--- src/rtl/ifstage_pkg.sv ---
// rtl/ifstage_pkg.sv - shared types and constants for the instruction-fetch stage
package ifstage_pkg;

  typedef enum logic [1:0] {
    IDLE,
    WAIT,
    DROP
  } fetch_state_t;

  localparam logic [31:0] PC_INC   = 32'd4;
  localparam int          BR_SHIFT = 2;

  function automatic logic [31:0] branch_target(input logic [31:0] pc, input logic [31:0] immed);
    return pc + PC_INC + (immed << BR_SHIFT);
  endfunction

endpackage

--- src/rtl/ifq_fifo.sv ---
// rtl/ifq_fifo.sv - instruction queue holding {pc, instr} entries with a registered head
module ifq_fifo #(
  parameter int DEPTH = 4
) (
  input  logic                     clk,
  input  logic                     rst_n,
  input  logic                     push,
  input  logic [63:0]              din,
  input  logic                     pop,
  input  logic                     flush,
  output logic [$clog2(DEPTH):0]   count,
  output logic [63:0]              head,
  output logic                     valid
);

  localparam int AW = $clog2(DEPTH);

  logic [63:0] mem [DEPTH];
  logic [AW:0] wr_ptr;
  logic [AW:0] rd_ptr;

  // Extra pointer MSB distinguishes full (MSBs differ) from empty (equal).
  always_ff @(posedge clk or negedge rst_n) begin
    if (!rst_n) begin
      wr_ptr <= '0;
      rd_ptr <= '0;
    end else if (flush) begin
      wr_ptr <= '0;
      rd_ptr <= '0;
    end else begin
      if (push)          wr_ptr <= wr_ptr + 1'b1;
      if (pop && valid)  rd_ptr <= rd_ptr + 1'b1;
    end
  end

  always_ff @(posedge clk) begin
    if (push && !flush) mem[wr_ptr[AW-1:0]] <= din;
  end

  assign count = wr_ptr - rd_ptr;
  assign valid = (wr_ptr != rd_ptr);
  assign head  = valid ? mem[rd_ptr[AW-1:0]] : '0;

endmodule

--- src/rtl/ifstage_prefetch.sv ---
// rtl/ifstage_prefetch.sv - fetch stage: PC, memory req/ack FSM and instruction queue
module ifstage_prefetch
  import ifstage_pkg::*;
#(
  parameter int          DEPTH    = 4,
  parameter logic [31:0] RESET_PC = 32'h0000_0000
) (
  input  logic        Clk,
  input  logic        reset,
  output logic        Mem_req,
  output logic [31:0] Mem_addr,
  input  logic        Mem_ack,
  input  logic [31:0] Mem_rdata,
  output logic [31:0] Instr,
  output logic [31:0] Instr_PC,
  output logic        Instr_valid,
  input  logic        Instr_ready,
  input  logic        PC_sel,
  input  logic [31:0] PC_Immed
);

  localparam int            CW      = $clog2(DEPTH) + 1;
  localparam logic [CW:0]   DEPTH_V = (CW + 1)'(DEPTH);

  fetch_state_t  state, state_n;
  logic [31:0]   pc, pc_n;
  logic [31:0]   addr, addr_n;
  logic [CW-1:0] count;
  logic [63:0]   head;
  logic          valid;
  logic          flush, pop, ack_accept, push, space;
  logic [CW:0]   occupancy;
  logic [31:0]   target;

  assign flush      = valid & PC_sel;
  assign pop        = valid & (Instr_ready | PC_sel);
  assign ack_accept = Mem_ack & (state == WAIT);
  assign push       = ack_accept & ~flush;
  assign target     = branch_target(head[63:32], PC_Immed);

  // Occupancy after this edge; a new request is only issued if it still leaves a free slot.
  assign occupancy  = {1'b0, count} + {{CW{1'b0}}, ack_accept} - {{CW{1'b0}}, pop};
  assign space      = occupancy < DEPTH_V;

  ifq_fifo #(.DEPTH(DEPTH)) u_fifo (
    .clk   (Clk),
    .rst_n (reset),
    .push  (push),
    .din   ({addr, Mem_rdata}),
    .pop   (pop),
    .flush (flush),
    .count (count),
    .head  (head),
    .valid (valid)
  );

  always_ff @(posedge Clk or negedge reset) begin
    if (!reset) begin
      state <= IDLE;
      pc    <= RESET_PC;
      addr  <= RESET_PC;
    end else begin
      state <= state_n;
      pc    <= pc_n;
      addr  <= addr_n;
    end
  end

  always_comb begin
    state_n = state;
    pc_n    = pc;
    addr_n  = addr;
    case (state)
      IDLE: begin
        if (flush) begin
          pc_n = target;
        end else if (space) begin
          state_n = WAIT;
          addr_n  = pc;
        end
      end
      WAIT: begin
        if (flush) begin
          pc_n = target;
          // An issued request cannot be withdrawn; wait out its ack in DROP.
          if (Mem_ack) addr_n  = target;
          else         state_n = DROP;
        end else if (Mem_ack) begin
          pc_n = addr + PC_INC;
          if (space) addr_n  = addr + PC_INC;
          else       state_n = IDLE;
        end
      end
      DROP: begin
        if (flush) pc_n = target;
        if (Mem_ack) begin
          state_n = WAIT;
          addr_n  = flush ? target : pc;
        end
      end
      default: state_n = IDLE;
    endcase
  end

  assign Mem_req     = (state != IDLE);
  assign Mem_addr    = addr;
  assign Instr_valid = valid;
  assign Instr       = head[31:0];
  assign Instr_PC    = head[63:32];

endmodule

--- config.mk ---
export PLATFORM = sky130hd
export DESIGN_NAME = ifstage_prefetch
export DESIGN_NICKNAME = d
export VERILOG_FILES = /design/src/rtl/ifstage_pkg.sv /design/src/rtl/ifq_fifo.sv /design/src/rtl/ifstage_prefetch.sv
export SDC_FILE = /design/constraint.sdc
export NUM_CORES = 1
export LEC_CHECK = 0
export BUFFER_PORTS_ARGS = -buffer_cell sky130_fd_sc_hd__clkbuf_2
export CAP_MARGIN = 25
export CORE_ASPECT_RATIO = 0.5
export CORE_MARGIN = 5
export CORE_UTILIZATION = 45
export DETAILED_ROUTE_END_ITERATION = 7
export GPL_TIMING_DRIVEN = 0
export SYNTH_ARGS = -nofsm -noshare
export SYNTH_HDL_FRONTEND = slang
export SYNTH_SLANG_ARGS = --single-unit
--- constraint.sdc ---
create_clock -name Clk -period 6.83 [get_ports Clk]
set_input_delay 0 -clock Clk [delete_from_list [all_inputs] [get_ports Clk]]
set_output_delay 0 -clock Clk [all_outputs]
set_load 0.05 [all_outputs]
After elaboration in Yosys (flattened, before gate mapping)
Memories as Yosys holds them, arrays and structs flattened. Cells that the tools add are included.

RAM bits: 256. Logic and storage cells: 72. Output and inout port bits: 98. Latch bits: 0. Register bits: 72. Memories kept: 1. Bits of input ports: 69. Memory bits (read-only): 0.

Memory list: u_fifo.mem (depth 4, bits a word 64, rd ports 1, clocked after Yosys merged registers in 0, write ports 1, RTL line ifq_fifo.sv:18) `logic [63:0] mem [DEPTH];`.

Equal/unequal tests: 11. Shift operators: 0. Bitwise operators: 6. Add/subtract/negate cells: 8. Divide/modulo/power cells: 0. Order comparisons: 1. Multiply operators: 0. Reductions and logical operators: 13. Multiplexer cells: 27.

Operator list (count): 32-bit two-way mux (10); 32-bit case mux with 3 select lines (1); 32-bit by 3-bit adder with 32-bit output (second input constant) (2); 64-bit two-way mux (1); 32-bit case mux with 2 select lines (1); 32-bit adder (1); 2-bit two-way mux (7); 3-bit two-way mux (4); 3-bit != test (second input constant) (4); 6-bit AND reduction (2); 2-bit != test (second input constant) (4); 2-bit nonzero test (4); 3-bit by 1-bit adder with 3-bit output (second input constant) (2); 2-bit case mux with 3 select lines (1); 3-bit by 1-bit adder with 4-bit output (1); 1-bit AND (4); 4-bit by 3-bit less-than comparator with 1-bit output (second input constant) (1); 4-bit by 1-bit subtractor with 4-bit output (1); 3-bit != test (1); 3-bit nonzero test (1); 3-bit subtractor (1); 2-bit by 1-bit equality test with 1-bit output (second input constant) (1); 2-bit equality test (second input constant) (1); 1-bit logical AND (2); other kinds (7) (8).

Logic depth before layout (Yosys ltp)
Gate-level depths: netlist of the first run.

Depth after elaboration: 9. Depth in mapped cells: 22. Mapped depth without buffers: 19.

Cells and area by module
A second synthesis of the first run with hierarchy kept.

Cell total of the unflattened synthesis: 1239. Area total of the unflattened synthesis: 16724.8 sq um.

By module, submodules not included: ifq_fifo (cells each 460, times used 1, area an instance 10465.0 sq um, sequential area each 7837.5 sq um); ifstage_prefetch (cells each 779, times used 1, area an instance 6259.8 sq um, sequential area each 1651.6 sq um).

Least setup slack after synthesis of the first run
No wires, ideal clock.

Kind: register to register. Start point: register u_fifo.rd_ptr[1]. End point: memory u_fifo.mem[3][0] (enable). Data arrival time: 5.034 ns. Buffers on the path: 5. Period minus slack after synthesis: 5.520 ns. Cell stages (with the launch flop): 12. Setup time: 0.486 ns. Path slack: 1.310 ns. Required time: 6.344 ns. Cells stage by stage: dfrtp_1 clkbuf_1 clkbuf_1 inv_1 ha_1 nand2_1 nor2_1 nor2_1 buf_2 clkbuf_1 buf_2 nor2_1.

Word-level cells in the longest chain between the ends: 7. Elaborated cells between the ends (all ways): 8. Classes of those cells: eq/ne: 1; mux: 2; bitwise: 3; reduce/logical: 2.

RTL lines: from (decl) (RTL line ifq_fifo.sv:20) `logic [AW:0] rd_ptr;`; from (signal assigned) (RTL line ifq_fifo.sv:32) `if (pop && valid) rd_ptr <= rd_ptr + 1'b1;`; 3-bit != test * (RTL line ifq_fifo.sv:41) `assign valid = (wr_ptr != rd_ptr);`; 1-bit AND * (RTL line ifstage_prefetch.sv:35) `assign flush = valid & PC_sel;`; 1-bit NOT (RTL line ifstage_prefetch.sv:38) `assign push = ack_accept & ~flush;`; 1-bit AND (RTL line ifstage_prefetch.sv:38); 1-bit logical AND * (RTL line ifq_fifo.sv:37) `if (push && !flush) mem[wr_ptr[AW-1:0]] <= din;`; 1-bit two-way mux * (RTL line ifq_fifo.sv:37); 1-bit two-way mux (not written as such) * (RTL line ifq_fifo.sv:37); to (decl) (RTL line ifq_fifo.sv:18).

Mark *: on every way between the ends. The rest lies on a longest branch, timed or not.

Worst setup path in the final report of the first run
Start point: register u_fifo.rd_ptr[1]. End point: register addr[29] (netlist: Mem_addr[29]).

Word-level cells in the longest chain between the ends: 7. Elaborated cells between the ends (all ways): 20. Classes of those cells: add/sub: 5; order compare: 1; eq/ne: 4; mux: 6; bitwise: 2; reduce/logical: 1; memory: 1.

RTL lines: memory 4 x 64 bit or 3-bit != test (tied branches); 64-bit two-way mux (RTL line ifq_fifo.sv:42) `assign head = valid ? mem[rd_ptr[AW-1:0]] : '0;`; 32-bit by 3-bit adder with 32-bit output (RTL line ifstage_pkg.sv:14) `return pc + PC_INC + (immed << BR_SHIFT);`; 32-bit adder (RTL line ifstage_pkg.sv:14); 32-bit two-way mux, on equally long branches; 32-bit two-way mux, on equally long branches (RTL line ifstage_prefetch.sv:96, ifstage_prefetch.sv:83); 32-bit case mux with 3 select lines (RTL line ifstage_prefetch.sv:73) `case (state)`; to (signal assigned) (RTL line ifstage_prefetch.sv:65) `addr <= addr_n;`; to (decl) (RTL line ifstage_prefetch.sv:27) `logic [31:0] addr, addr_n;`.

Several ways; a longest one is shown, not always the timed one. The select of a mux whose other input is x is not followed. A chain may end at the register's enable or synchronous reset.

==> summary.txt, run 1 <==
Global routing
  • GRT Resource Usage Total: 0.235
  • Antenna violations before repair: 0
  • Number of global-route vias before repair: 12,000
  • Maximum number of pins on one net before global-route repair: 54
  • Global-route wire length before repair: 73,900 um
  • Total overflow reported by the global router: 0

Die
  • FP Rows: 49
  • Vertical die dimension: 146 um
  • Die boundary width: 281 um
  • Die Area: around 40,000 um^2
  • Number of ports placed on the die boundary: 167
  • Core footprint: 36,100 um^2
  • Initial standard-cell utilization of the core: 0.458

Yosys
  • Syn_area_per_cell: ~13 um^2
  • Synthesis warning total: 0
  • Count of different cell masters after synthesis: 75
  • Library cell with the largest summed area after synthesis: sky130_fd_sc_hd__edfxtp_1
  • Post-synth top flop: sky130_fd_sc_hd__edfxtp_1
  • Post-synthesis async set-or-reset flop share: 0.220
  • Commonest cells post-synth: sky130_fd_sc_hd__edfxtp_1, sky130_fd_sc_hd__nand2_1, sky130_fd_sc_hd__a21oi_1, sky130_fd_sc_hd__o21ai_0, sky130_fd_sc_hd__nor2_1
  • Post-synth net total: 1,425
  • Share of the yosys chip area belonging to registers: 0.574
  • Number of register bits inferred by synthesis: 328
  • Most area-consuming cells after synthesis: sky130_fd_sc_hd__edfxtp_1, sky130_fd_sc_hd__dfrtp_1, sky130_fd_sc_hd__mux4_2
  • Synth Instances: between 1,000 and 1,500
  • Dominant cell by count in the synthesized netlist: sky130_fd_sc_hd__edfxtp_1
  • Number of enable-type register cells in the synthesized netlist: 256
  • Combined area of all synthesized cells: 16,500 um^2
  • Synth top area share: 0.465

Clock network
  • Clk root buf: sky130_fd_sc_hd__clkbuf_16
  • Bufs on Longest Clock Path: 3
  • H-tree levels: 1
  • Clock tree from TritonCTS: yes
  • Post-CTS clock slew at the launch and capture registers of the worst setup and hold paths: 0.08 ns
  • Cts bufs inserted: 30
  • Count of buffers added by post-CTS timing repair for setup: 0
  • Clock latency reported for the late side of the worst-skew pair: a little under 0.6 ns
  • TritonCTS Sinks: 328

STA
  • Worst Skew: 0.0168 ns
  • Max Clk Rate: 0.160 GHz
  • Min Tclk post-route: ~6.3 ns
  • Slew of the pin with the lowest slew margin: 1.03 ns
  • Final setup fails: 0
  • Fin. max-slew vios: 0
  • Summed negative setup slack over all endpoints: 0 ns
  • Number of hold violations in the final report: 0
  • Final-layout worst hold slack: 0.0789 ns
  • Final Cycle Share: 0.916
  • Worst-case headroom to the max-slew limit: 0.312
  • Setup repair after global routing missed its margin: no

Cells and area
  • Utilization after layout: 0.546
  • Fin nets: ~1,700
  • Proportion of layout cells with a drive suffix above 1: 0.211
  • Area growth from synthesis to layout: 19.1%

Min path
  • Worst min-delay path startpoint: PC_Immed[1]
  • Hold Crit Endpoint: pc[3]
  • Tightest Hold Check Type: input port to register
  • Cell count of the worst hold path: 5

Route
  • Total number of vias: ~12,000
  • DRC violation count after routing: 0
  • Router iterations before antenna repair: 6
  • Wire length per cell after detailed routing: 24.1 um
  • Vias/cell: roughly 6
  • Post-Route WL: between 40,000 and 50,000 um
  • First-iteration detailed-routing DRC count: 1,045
  • Number of nets still failing antenna checks after routing: 0

Worst setup path
  • CP Capture Type: register
  • Arr. time, crit path: 6.73 ns
  • Biggest fanout along the worst timing path: 10
  • Type of element launching the critical path: register
  • Depth of the most critical reg-to-reg path: 22
  • Setup slack on the worst flop-to-flop path: approximately 0.57 ns
  • Required time at the worst-slack endpoint: approximately 7.3 ns
  • R2R Path Start: u_fifo.rd_ptr[1]
  • Endpoint of the lowest-slack register-to-register path: Mem_addr[29]
  • Category of the critical setup timing path: register to register

Place
  • DP HPWL: 34,600 um
  • Count of input and output buffers: 164
  • Placer's final routability congestion estimate: 0.919

Run
  • Max Cap Viol: 0

Outcome
  • Outcome: finished, final reports clean
==> state kept, by name, indices dropped and copies added (netlist names) <==
signal and count:
state 2, pc 32, Mem_addr 32, u_fifo.mem 256, u_fifo.wr_ptr 3, u_fifo.rd_ptr 3
==> cell usage in the layout (no fill, tap or decap), types with 7 or more instances in the layout <==
cell	instances
sky130_fd_sc_hd__edfxtp_1	256
sky130_fd_sc_hd__clkbuf_2	166
sky130_fd_sc_hd__nand2_1	102
sky130_fd_sc_hd__a21oi_1	82
sky130_fd_sc_hd__o21ai_0	80
sky130_fd_sc_hd__nor2_1	74
sky130_fd_sc_hd__dfrtp_1	72
sky130_fd_sc_hd__ha_1	72
sky130_fd_sc_hd__and2_1	69
sky130_fd_sc_hd__mux4_2	63
sky130_fd_sc_hd__clkbuf_1	49
sky130_fd_sc_hd__dlygate4sd3_1	40
sky130_fd_sc_hd__nand3_1	32
sky130_fd_sc_hd__xnor2_1	31
sky130_fd_sc_hd__clkbuf_16	30
sky130_fd_sc_hd__inv_1	26
sky130_fd_sc_hd__xor2_1	25
sky130_fd_sc_hd__and3_1	19
sky130_fd_sc_hd__nor3_1	17
sky130_fd_sc_hd__nand4_1	14
sky130_fd_sc_hd__buf_2	13
sky130_fd_sc_hd__o211ai_1	12
sky130_fd_sc_hd__o22ai_1	11
sky130_fd_sc_hd__a211oi_1	9
sky130_fd_sc_hd__a21o_1	9
sky130_fd_sc_hd__a31oi_1	9
sky130_fd_sc_hd__o21ai_1	8
sky130_fd_sc_hd__o31ai_1	8
sky130_fd_sc_hd__a22o_1	8
sky130_fd_sc_hd__mux2i_1	7
sky130_fd_sc_hd__o21a_1	7
sky130_fd_sc_hd__a221oi_1	7
sky130_fd_sc_hd__bufinv_16	7
==> critical path: stages (launching register included) <==
cell and delay, ns:
sky130_fd_sc_hd__dfrtp_1 0.62, sky130_fd_sc_hd__clkbuf_2 0.40, sky130_fd_sc_hd__clkbuf_2 0.44, sky130_fd_sc_hd__inv_1 0.09, sky130_fd_sc_hd__ha_1 0.29, sky130_fd_sc_hd__nand2_1 0.08
sky130_fd_sc_hd__nor2_1 0.22, sky130_fd_sc_hd__inv_1 0.18, sky130_fd_sc_hd__clkbuf_2 0.33, sky130_fd_sc_hd__clkbuf_1 0.29, sky130_fd_sc_hd__and2_1 0.22, sky130_fd_sc_hd__ha_1 0.29
sky130_fd_sc_hd__ha_1 0.16, sky130_fd_sc_hd__inv_1 0.05, sky130_fd_sc_hd__fa_1 0.38, sky130_fd_sc_hd__nand2b_1 0.18, sky130_fd_sc_hd__a21oi_1 0.48, sky130_fd_sc_hd__o21ai_1 0.28
sky130_fd_sc_hd__and3_1 0.25, sky130_fd_sc_hd__o21ai_0 0.24, sky130_fd_sc_hd__xnor2_1 0.26, sky130_fd_sc_hd__a221oi_2 0.13, sky130_fd_sc_hd__a211o_1 0.26
==> cell families (layout without fill, tap and decap cells) <==
group,after synthesis,after routing,synth area share
DFF,328,328,0.574
muxes,73,73,0.0923
buffers and inverters,96,365,0.0253
AOI/OAI and AO/OA,293,293,0.113
adders and majority gates,74,74,0.0569
and+or+nand+nor,361,361,0.107
xor gates and xnor gates,57,57,0.0311
other,0,1,0
==> per-stage QoR <==
stage / setup WS, ns / std cells / instance area, um^2
floorplan: 1.31 / 1282 / 16500
global placement: -2.85 / 1930 / 18000
detailed placement: -0.252 / 1938 / 18200
CTS: 0.0188 / 2034 / 19700
global route: 0.241 / 2035 / 19700
finish: 0.571 / 2036 / 19700
==> area by class of cell <==
class,instances,area (um^2)
diodes,1,2.50
plain buffers,69,320
clock buffers,38,791
clock inverters,18,297
fillers,3022,16400
inverters,27,101
multi-input cells,858,6650
flip-flops and latches,328,9490
well taps,484,606
repair buffers,213,1440
==> what timing repair did <==
action / CTS / global route
endpoints found under the hold margin: 209 / 0
setup endpoints to repair: 21 / 19
gates resized for setup: 1 / 5
gates cloned: 0 / 0
pin swaps: 0 / 0
hold buffers: 40 / 0
==> worst max-delay path by stage <==
| stage | slack (ns) | endpoint | start | cells after the start |
|---|---|---|---|---|
| CTS | 0.02 | Mem_addr[29] | u_fifo.rd_ptr[1] | 21 |
| global route | 0.24 | pc[25] | u_fifo.rd_ptr[1] | 21 |
| detailed placement | -0.25 | Mem_addr[29] | u_fifo.rd_ptr[1] | 21 |
| global placement | -2.85 | u_fifo.mem[3][6] | u_fifo.rd_ptr[1] | 11 |
| floorplan | 1.31 | u_fifo.mem[3][0] | u_fifo.rd_ptr[1] | 11 |
| finish | 0.57 | Mem_addr[29] | u_fifo.rd_ptr[1] | 22 |
==> per-layer routing <==
layer	part of all wire	GRT usage	up-vias	wire length, um
li1	-	-	5399	-
met3	0.081	0.0481	91	3980
met2	0.46	0.370	538	22600
met5	0	0	-	0
met4	0.030	0.0658	0	1450
met1	0.43	0.334	5986	21100
Power of run 1 is left out: the tool's default activity adds up to more than one toggle a clock period on the data nets, which glitch-free logic cannot reach.
==> run 2: changes to the inputs <==
--- a/config.mk
+++ b/config.mk
@@ -5,6 +5,7 @@
 export SDC_FILE = /design/constraint.sdc
 export NUM_CORES = 1
 export LEC_CHECK = 0
+export ABC_AREA = 1
 export BUFFER_PORTS_ARGS = -buffer_cell sky130_fd_sc_hd__clkbuf_2
 export CAP_MARGIN = 25
 export CORE_ASPECT_RATIO = 0.5
==> summary.txt, run 2 <==
STA
  • Worst Skew: 0.0211 ns (+0.00429 ns)
  • Slew of the pin with the lowest slew margin: 1.03 ns (-0.00474 ns)
  • Max Clk Rate: 0.181 GHz (+13%)
  • Min Tclk post-route: 5.54 ns (-0.721 ns)
  • Final setup fails: 0 (unchanged)
  • Fin. max-slew vios: 0 (unchanged)
  • Setup repair after global routing missed its margin: no
  • Final Cycle Share: 0.811 (-0.106)
  • Worst-case headroom to the max-slew limit: 0.315 (+0.00316)
  • Number of hold violations in the final report: 0 (unchanged)
  • Final-layout worst hold slack: 0.127 ns (+0.0481 ns)

Die
  • Core footprint: 38,900 um^2 (+7.6%)
  • Vertical die dimension: 150 um (+3.2%)
  • Initial standard-cell utilization of the core: 0.456 (-0.00221)
  • Die Area: 43,700 um^2 (+6.7%)
  • Die boundary width: 291 um (+3.4%)
  • FP Rows: 51 (+4.1%)
  • Number of ports placed on the die boundary: 167 (unchanged)

Yosys
  • Multiplexer area fraction after synthesis: 0 (-0.0923)
  • Combined area of all synthesized cells: 17,700 um^2 (+7.1%)
  • Post-synth top flop: sky130_fd_sc_hd__edfxtp_1
  • Area share of xor/xnor cells in the synthesized design: 0.00791 (-0.0232)
  • Synth top area share: 0.434 (-0.0308)
  • Count of different cell masters after synthesis: 39 (-48%)
  • Library cell with the largest summed area after synthesis: sky130_fd_sc_hd__edfxtp_1
  • Number of enable-type register cells in the synthesized netlist: 256 (unchanged)
  • Post-synth net total: 2,233 (+57%)
  • Post-synthesis async set-or-reset flop share: 0.220 (unchanged)
  • Number of register bits inferred by synthesis: 328 (unchanged)
  • Post-synthesis share of cell area spent on and, or, nand and nor gates: 0.242 (+0.134)
  • Most area-consuming cells after synthesis: sky130_fd_sc_hd__edfxtp_1, sky130_fd_sc_hd__nand2_1, sky130_fd_sc_hd__dfrtp_1
  • Commonest cells post-synth: sky130_fd_sc_hd__nand2_1, sky130_fd_sc_hd__nor2_1, sky130_fd_sc_hd__edfxtp_1, sky130_fd_sc_hd__o21ai_0, sky130_fd_sc_hd__inv_1
  • Adder and majority cell fraction of the synthesized area: 0.0531 (-0.00377)
  • Share of the yosys chip area belonging to registers: 0.536 (-0.0380)
  • Dominant cell by count in the synthesized netlist: sky130_fd_sc_hd__nand2_1
  • Synth Instances: 2,090 (+63%)
  • Compound-gate portion of the synthesized area: 0.103 (-0.00991)
  • Synthesis warning total: 0 (unchanged)
  • Syn_area_per_cell: 8.47 um^2 (-34%)
  • Main combinational cell family by area after synthesis: simple AND/OR/NAND/NOR gates

Place
  • DP HPWL: 40,900 um (+18%)
  • Count of input and output buffers: 164 (unchanged)
  • Placer's final routability congestion estimate: 0.947 (+3.1%)

Clock network
  • TritonCTS Sinks: 328 (unchanged)
  • Clk root buf: sky130_fd_sc_hd__clkbuf_16
  • Cts bufs inserted: 31 (+3.3%)
  • Clock tree from TritonCTS: yes
  • Clock latency reported for the late side of the worst-skew pair: 0.61 ns (+0.02 ns)
  • Bufs on Longest Clock Path: 3 (unchanged)
  • Post-CTS clock slew at the launch and capture registers of the worst setup and hold paths: 0.07 ns (about the same)
  • H-tree levels: 1 (unchanged)

Global routing
  • GRT Resource Usage Total: 0.254 (+0.0189)
  • Maximum number of pins on one net before global-route repair: 48 (-11%)
  • Antenna violations before repair: 0 (unchanged)
  • Global-route wire length before repair: 85,600 um (+16%)
  • Number of global-route vias before repair: 14,400 (+20%)
  • Total overflow reported by the global router: 0 (unchanged)

Worst setup path
  • Type of element launching the critical path: register
  • CP Capture Type: register
  • Arr. time, crit path: 6.03 ns (-0.70 ns)
  • Category of the critical setup timing path: register to register
  • Cell repeated most along the worst path: sky130_fd_sc_hd__nand2_1
  • Max stage delay on crit path: 0.54 ns (-0.08 ns)
  • Biggest fanout along the worst timing path: 10 (unchanged)
  • Required time at the worst-slack endpoint: 7.32 ns (+0.02 ns)
  • Slowest cell on crit path: sky130_fd_sc_hd__clkbuf_1

Min path
  • Tightest Hold Check Type: input port to register

Cells and area
  • Max reg flops: 256 (unchanged)
  • Most frequent cells in the layout: sky130_fd_sc_hd__nand2_1, sky130_fd_sc_hd__nor2_1, sky130_fd_sc_hd__edfxtp_1
  • Commonest non-fill, non-tap cell in the layout: sky130_fd_sc_hd__nand2_1
  • Filler cells: 3,601 (+19%)
  • Fin nets: 2,477 (+48%)
  • Area of all sequential standard cells: 9490 um^2 (unchanged)
  • Multi-input logic area: 7220 um^2 (+8.6%)
  • Proportion of layout cells with a drive suffix above 1: 0.108 (-0.103)
  • Count of antenna diodes in the layout: 0 (-1)
  • Area growth from synthesis to layout: 17.3%

Route
  • Vias/cell: 5.32 (-9.9%)
  • Post-Route WL: 56,600 um (+15%)
  • Total number of vias: 15,400 (+28%)
  • Router iterations before antenna repair: 6 (unchanged)
  • DRC violation count after routing: 0 (unchanged)
  • Number of nets still failing antenna checks after routing: 0 (unchanged)
  • First-iteration detailed-routing DRC count: 1,548 (+48%)
  • Wire length per cell after detailed routing: 19.6 um (-19%)

Outcome
  • Outcome: finished, final reports clean

Run
  • Max Cap Viol: 0 (unchanged)
-- run 2: cell count changes after synthesis, sizes merged, moves of 13 or more --
cell,previous run,this run
a21oi,83,99
and3,22,1
xnor2,31,5
nand2,103,493
buf,24,37
nand3,32,121
nor2,75,401
mux4,63,0
o21ai,88,218
and2,70,0
xor2,25,11
inv,26,175
-- run 2: final cells by class --
class	count	area share
inverter	175	0.0317
clock buffer	41	0.0391
timing repair buffer	211	0.0675
clock inverter	17	0.00741
multi-input combinational	1498	0.348
sequential	328	0.457
tap	530	0.0319
buffer	89	0.0178
-- run 2: logic make-up after synthesis --
kind of cell    Yosys count
xor+xnor                 16
simple gates           1058
flops                   328
compound gates          350
buf+inv                 264
fa+ha+maj                74
-- run 2: worst max-delay path: cells and delay by family, from the launching register on --
| kind | cells | cell delay, ns |
|---|---|---|
| buffers and inverters | 6 | 1.81 |
| AND/OR/NAND/NOR | 15 | 1.74 |
| adder cells (fa/ha/maj) | 4 | 1.19 |
| flip-flops | 1 | 0.43 |
| AO/OA/AOI/OAI | 1 | 0.24 |
-- run 2: path summary, 6_finish.rpt --
kind | startpoint | end | slack [ns] | cells past startpoint
setup / recovery | u_fifo.rd_ptr[1] | Mem_addr[17] | 1.29 | 26
hold / removal | PC_Immed[1] | pc[3] | 0.13 | 7
setup reg to reg | u_fifo.rd_ptr[1] | Mem_addr[17] | 1.29 | 26
hold reg to reg | pc[31] | pc[31] | 0.50 | 2
max in group asynchronous | reset | Mem_addr[15] | 6.10 | 4
min in group asynchronous | reset | pc[1] | 0.46 | 4
-- run 2: timing repair --
item / CTS / global route
endpoints found under the hold margin: 207 / 0
gates resized for setup: 0 / 0
hold buffers: 38 / 0
buffers inserted: 0 / 0
-- run 2: through the flow --
step / setup TNS (ns) / setup slack, ns / util / cell area, um^2 / instances
2_1_floorplan: 0 / 1.46 / - / 17700 / 2090
3_3_place_gp: -423.69 / -1.78 / 0.494 / 19200 / 2784
3_5_place_dp: 0 / 1.29 / 0.500 / 19400 / 2793
4_1_cts: 0 / 1.27 / 0.535 / 20800 / 2889
5_1_grt: 0 / 0.766 / 0.535 / 20800 / 2889
6_report: 0 / 1.29 / 0.535 / 20800 / 2889
-- run 2: metal layers --
| metal | track usage | wire, um | up-vias |
|---|---|---|---|
| met5 | 0 | 0 | - |
| met4 | 0.0596 | 1280 | 0 |
| met3 | 0.0389 | 4330 | 90 |
| met2 | 0.412 | 25600 | 555 |
| met1 | 0.364 | 25400 | 7251 |
| li1 | - | - | 7465 |
Power of run 2 is left out for the same reason.
==> run 3: changes to the inputs <==
--- a/config.mk
+++ b/config.mk
@@ -5,7 +5,7 @@
 export SDC_FILE = /design/constraint.sdc
 export NUM_CORES = 1
 export LEC_CHECK = 0
-export ABC_AREA = 1
+export ABC_AREA = 0
 export BUFFER_PORTS_ARGS = -buffer_cell sky130_fd_sc_hd__clkbuf_2
 export CAP_MARGIN = 25
 export CORE_ASPECT_RATIO = 0.5
@@ -13,6 +13,7 @@
 export CORE_UTILIZATION = 45
 export DETAILED_ROUTE_END_ITERATION = 7
 export GPL_TIMING_DRIVEN = 0
+export PLACE_DENSITY = 0.66
 export SYNTH_ARGS = -nofsm -noshare
 export SYNTH_HDL_FRONTEND = slang
 export SYNTH_SLANG_ARGS = --single-unit
==> constraint.sdc (replaced) <==
create_clock -name Clk -period 4.99 [get_ports Clk]
set_input_delay 0 -clock Clk [delete_from_list [all_inputs] [get_ports Clk]]
set_output_delay 0 -clock Clk [all_outputs]
set_load 0.05 [all_outputs]
==> summary.txt, run 3 (same netlist as run 1, synthesis figures left out) <==
Outcome
  • Outcome: finished, final reports clean

Route
  • Wire length per cell after detailed routing: 24.6 um (+26%)
  • DRC violation count after routing: 0 (unchanged)
  • Number of nets still failing antenna checks after routing: 0 (unchanged)
  • Vias/cell: 6.01 (+13%)
  • Router iterations before antenna repair: 6 (unchanged)
  • Total number of vias: 12,200 (-20%)
  • Post-Route WL: 50,000 um (-12%)
  • First-iteration detailed-routing DRC count: 1,200 (-22%)

STA
  • Worst Skew: 0.0163 ns (-0.00482 ns)
  • Number of hold violations in the final report: 0 (unchanged)
  • Worst-case headroom to the max-slew limit: 0.343 (+0.0279)
  • Fin. max-slew vios: 0 (unchanged)
  • Final Cycle Share: 0.958 (+0.147)
  • Setup repair after global routing missed its margin: no
  • Summed negative setup slack over all endpoints: 0 ns (unchanged)
  • Min Tclk post-route: 4.78 ns (-0.756 ns)
  • Minimum setup slack in the final design: 0.209 ns (-1.08 ns)
  • Final setup fails: 0 (unchanged)
  • Slew of the pin with the lowest slew margin: 0.981 ns (-0.0455 ns)
  • Max Clk Rate: 0.209 GHz (+16%)

Clock network
  • Bufs on Longest Clock Path: 3 (unchanged)
  • TritonCTS Sinks: 328 (unchanged)
  • Cts bufs inserted: 31 (unchanged)
  • Clk root buf: sky130_fd_sc_hd__clkbuf_16
  • Post-CTS clock slew at the launch and capture registers of the worst setup and hold paths: 0.07 ns (about the same)
  • Clock latency reported for the late side of the worst-skew pair: 0.59 ns (-0.02 ns)
  • H-tree levels: 1 (unchanged)
  • Clock tree from TritonCTS: yes

Worst setup path
  • Critical path, cell by cell: clkbuf_8, inv_1, ha_1, nand2_1, nor2_2, inv_1, buf_4, buf_2, and2_1, ha_1, ha_1, buf_2, and3_1, nand4_1, a21oi_4, o21ai_0, nand3_1, mux2i_2, a211oi_1, a211o_1
  • Crit path from: u_fifo.rd_ptr[1]
  • Required time at the worst-slack endpoint: 5.46 ns (-1.86 ns)
  • Max stage delay on crit path: 0.39 ns (-0.15 ns)
  • R2R Path Start: u_fifo.rd_ptr[1]
  • Arr. time, crit path: 5.25 ns (-0.78 ns)
  • CP Capture Type: register
  • Top delay family on crit path: buffers and inverters
  • Category of the critical setup timing path: register to register
  • Type of element launching the critical path: register
  • Slowest cell on crit path: sky130_fd_sc_hd__dfrtp_2
  • Count of buffering cells on the critical path with inverters included: 6 (unchanged)
  • Cell repeated most along the worst path: sky130_fd_sc_hd__ha_1
  • Biggest fanout along the worst timing path: 19 (+9)

Cells and area
  • Fin nets: 1,668 (-33%)
  • Final std cells w/o fill: 2,034 (-30%)
  • Max reg flops: 256 (unchanged)
  • Count of antenna diodes in the layout: 0 (unchanged)
  • Commonest non-fill, non-tap cell in the layout: sky130_fd_sc_hd__edfxtp_1
  • Utilization after layout: 0.545 (+0.0107)
  • Most frequent cells in the layout: sky130_fd_sc_hd__edfxtp_1, sky130_fd_sc_hd__clkbuf_2, sky130_fd_sc_hd__nand2_1
  • Proportion of layout cells with a drive suffix above 1: 0.231 (+0.123)
  • Area growth from synthesis to layout: 19.1%

Die
  • Vertical die dimension: 146 um (-3.1%)
  • Die boundary width: 281 um (-3.3%)
  • Initial standard-cell utilization of the core: 0.458 (+0.00221)
  • Number of ports placed on the die boundary: 167 (unchanged)
  • Die Area: 40,900 um^2 (-6.3%)
  • Core footprint: 36,100 um^2 (-7.1%)
  • FP Rows: 49 (-3.9%)

Place
  • Placer's final routability congestion estimate: 0.942 (-0.53%)
  • DP Cell Count: 1,937 (-31%)
  • DP HPWL: 34,600 um (-15%)
  • Worst slack at placement: -2.01 ns (-3.31 ns)
  • Count of input and output buffers: 164 (unchanged)

Global routing
  • GRT Resource Usage Total: 0.239 (-0.0146)
  • Antenna violations before repair: 0 (unchanged)
  • Total overflow reported by the global router: 0 (unchanged)
  • Global-route wire length before repair: 76,000 um (-11%)
  • Maximum number of pins on one net before global-route repair: 56 (+17%)
  • Number of global-route vias before repair: 12,400 (-14%)

Min path
  • Tightest Hold Check Type: input port to register
  • Worst min-delay path startpoint: PC_Immed[1]

Run
  • Max Cap Viol: 0 (unchanged)
[run 3: worst paths after layout]
| kind | end | slack, ns | depth (start not counted) |
|---|---|---|---|
| max in group asynchronous | u_fifo.rd_ptr[1] | 3.17 | 4 |
| worst max register to register | Mem_addr[20] | 0.21 | 20 |
| worst min-delay path | pc[3] | 0.09 | 5 |
| min in group asynchronous | Mem_addr[31] | 0.53 | 4 |
| worst max-delay path | Mem_addr[20] | 0.21 | 20 |
| worst min register to register | pc[8] | 0.51 | 2 |
[run 3: area by class of cell]
type,instances,area [um^2]
tap,484,606
clock inverter,23,186
buffer,66,327
timing repair buffer,213,1400
sequential,328,9490
fill,3010,16400
inverter,27,101
clock buffer,35,811
multi-input combinational,858,6770
[run 3: metal layers]
metal  wire [um]  part of all wire  up-vias  track usage
li1            -                 -     5379            -
met1       21200              0.42     6151        0.332
met2       23600              0.47      574        0.387
met3        3430             0.069      114       0.0404
met4        1730             0.035        0       0.0768
met5           0                 0        -            0
[run 3: per-stage QoR]
stage | hold slack, ns | instance area, um^2
2_1_floorplan | -0.296 | 16500
4_1_cts | 0.0603 | 19700
5_1_grt | 0.0935 | 19700
3_3_place_gp | 0.213 | 18000
3_5_place_dp | -0.0564 | 18200
6_report | 0.0943 | 19700
[run 3: worst reg2reg max path, stage by stage, from the launching register on]
cell and delay, ns:
sky130_fd_sc_hd__dfrtp_2 0.39, sky130_fd_sc_hd__clkbuf_8 0.29, sky130_fd_sc_hd__inv_1 0.08, sky130_fd_sc_hd__ha_1 0.29, sky130_fd_sc_hd__nand2_1 0.12, sky130_fd_sc_hd__nor2_2 0.06
sky130_fd_sc_hd__inv_1 0.18, sky130_fd_sc_hd__buf_4 0.28, sky130_fd_sc_hd__buf_2 0.25, sky130_fd_sc_hd__and2_1 0.27, sky130_fd_sc_hd__ha_1 0.27, sky130_fd_sc_hd__ha_1 0.27
sky130_fd_sc_hd__buf_2 0.19, sky130_fd_sc_hd__and3_1 0.26, sky130_fd_sc_hd__nand4_1 0.18, sky130_fd_sc_hd__a21oi_4 0.26, sky130_fd_sc_hd__o21ai_0 0.14, sky130_fd_sc_hd__nand3_1 0.14
sky130_fd_sc_hd__mux2i_2 0.38, sky130_fd_sc_hd__a211oi_1 0.09, sky130_fd_sc_hd__a211o_1 0.29
[run 3: what timing repair did]
action                     4_1_cts  5_1_grt
setup buffers                    2        0
gates resized for setup         26       12
setup endpoints to repair      370       35
hold endpoints to repair       209        0
hold buffers                    40        0
pin swaps                        1        3
Power of run 3 is left out for the same reason.
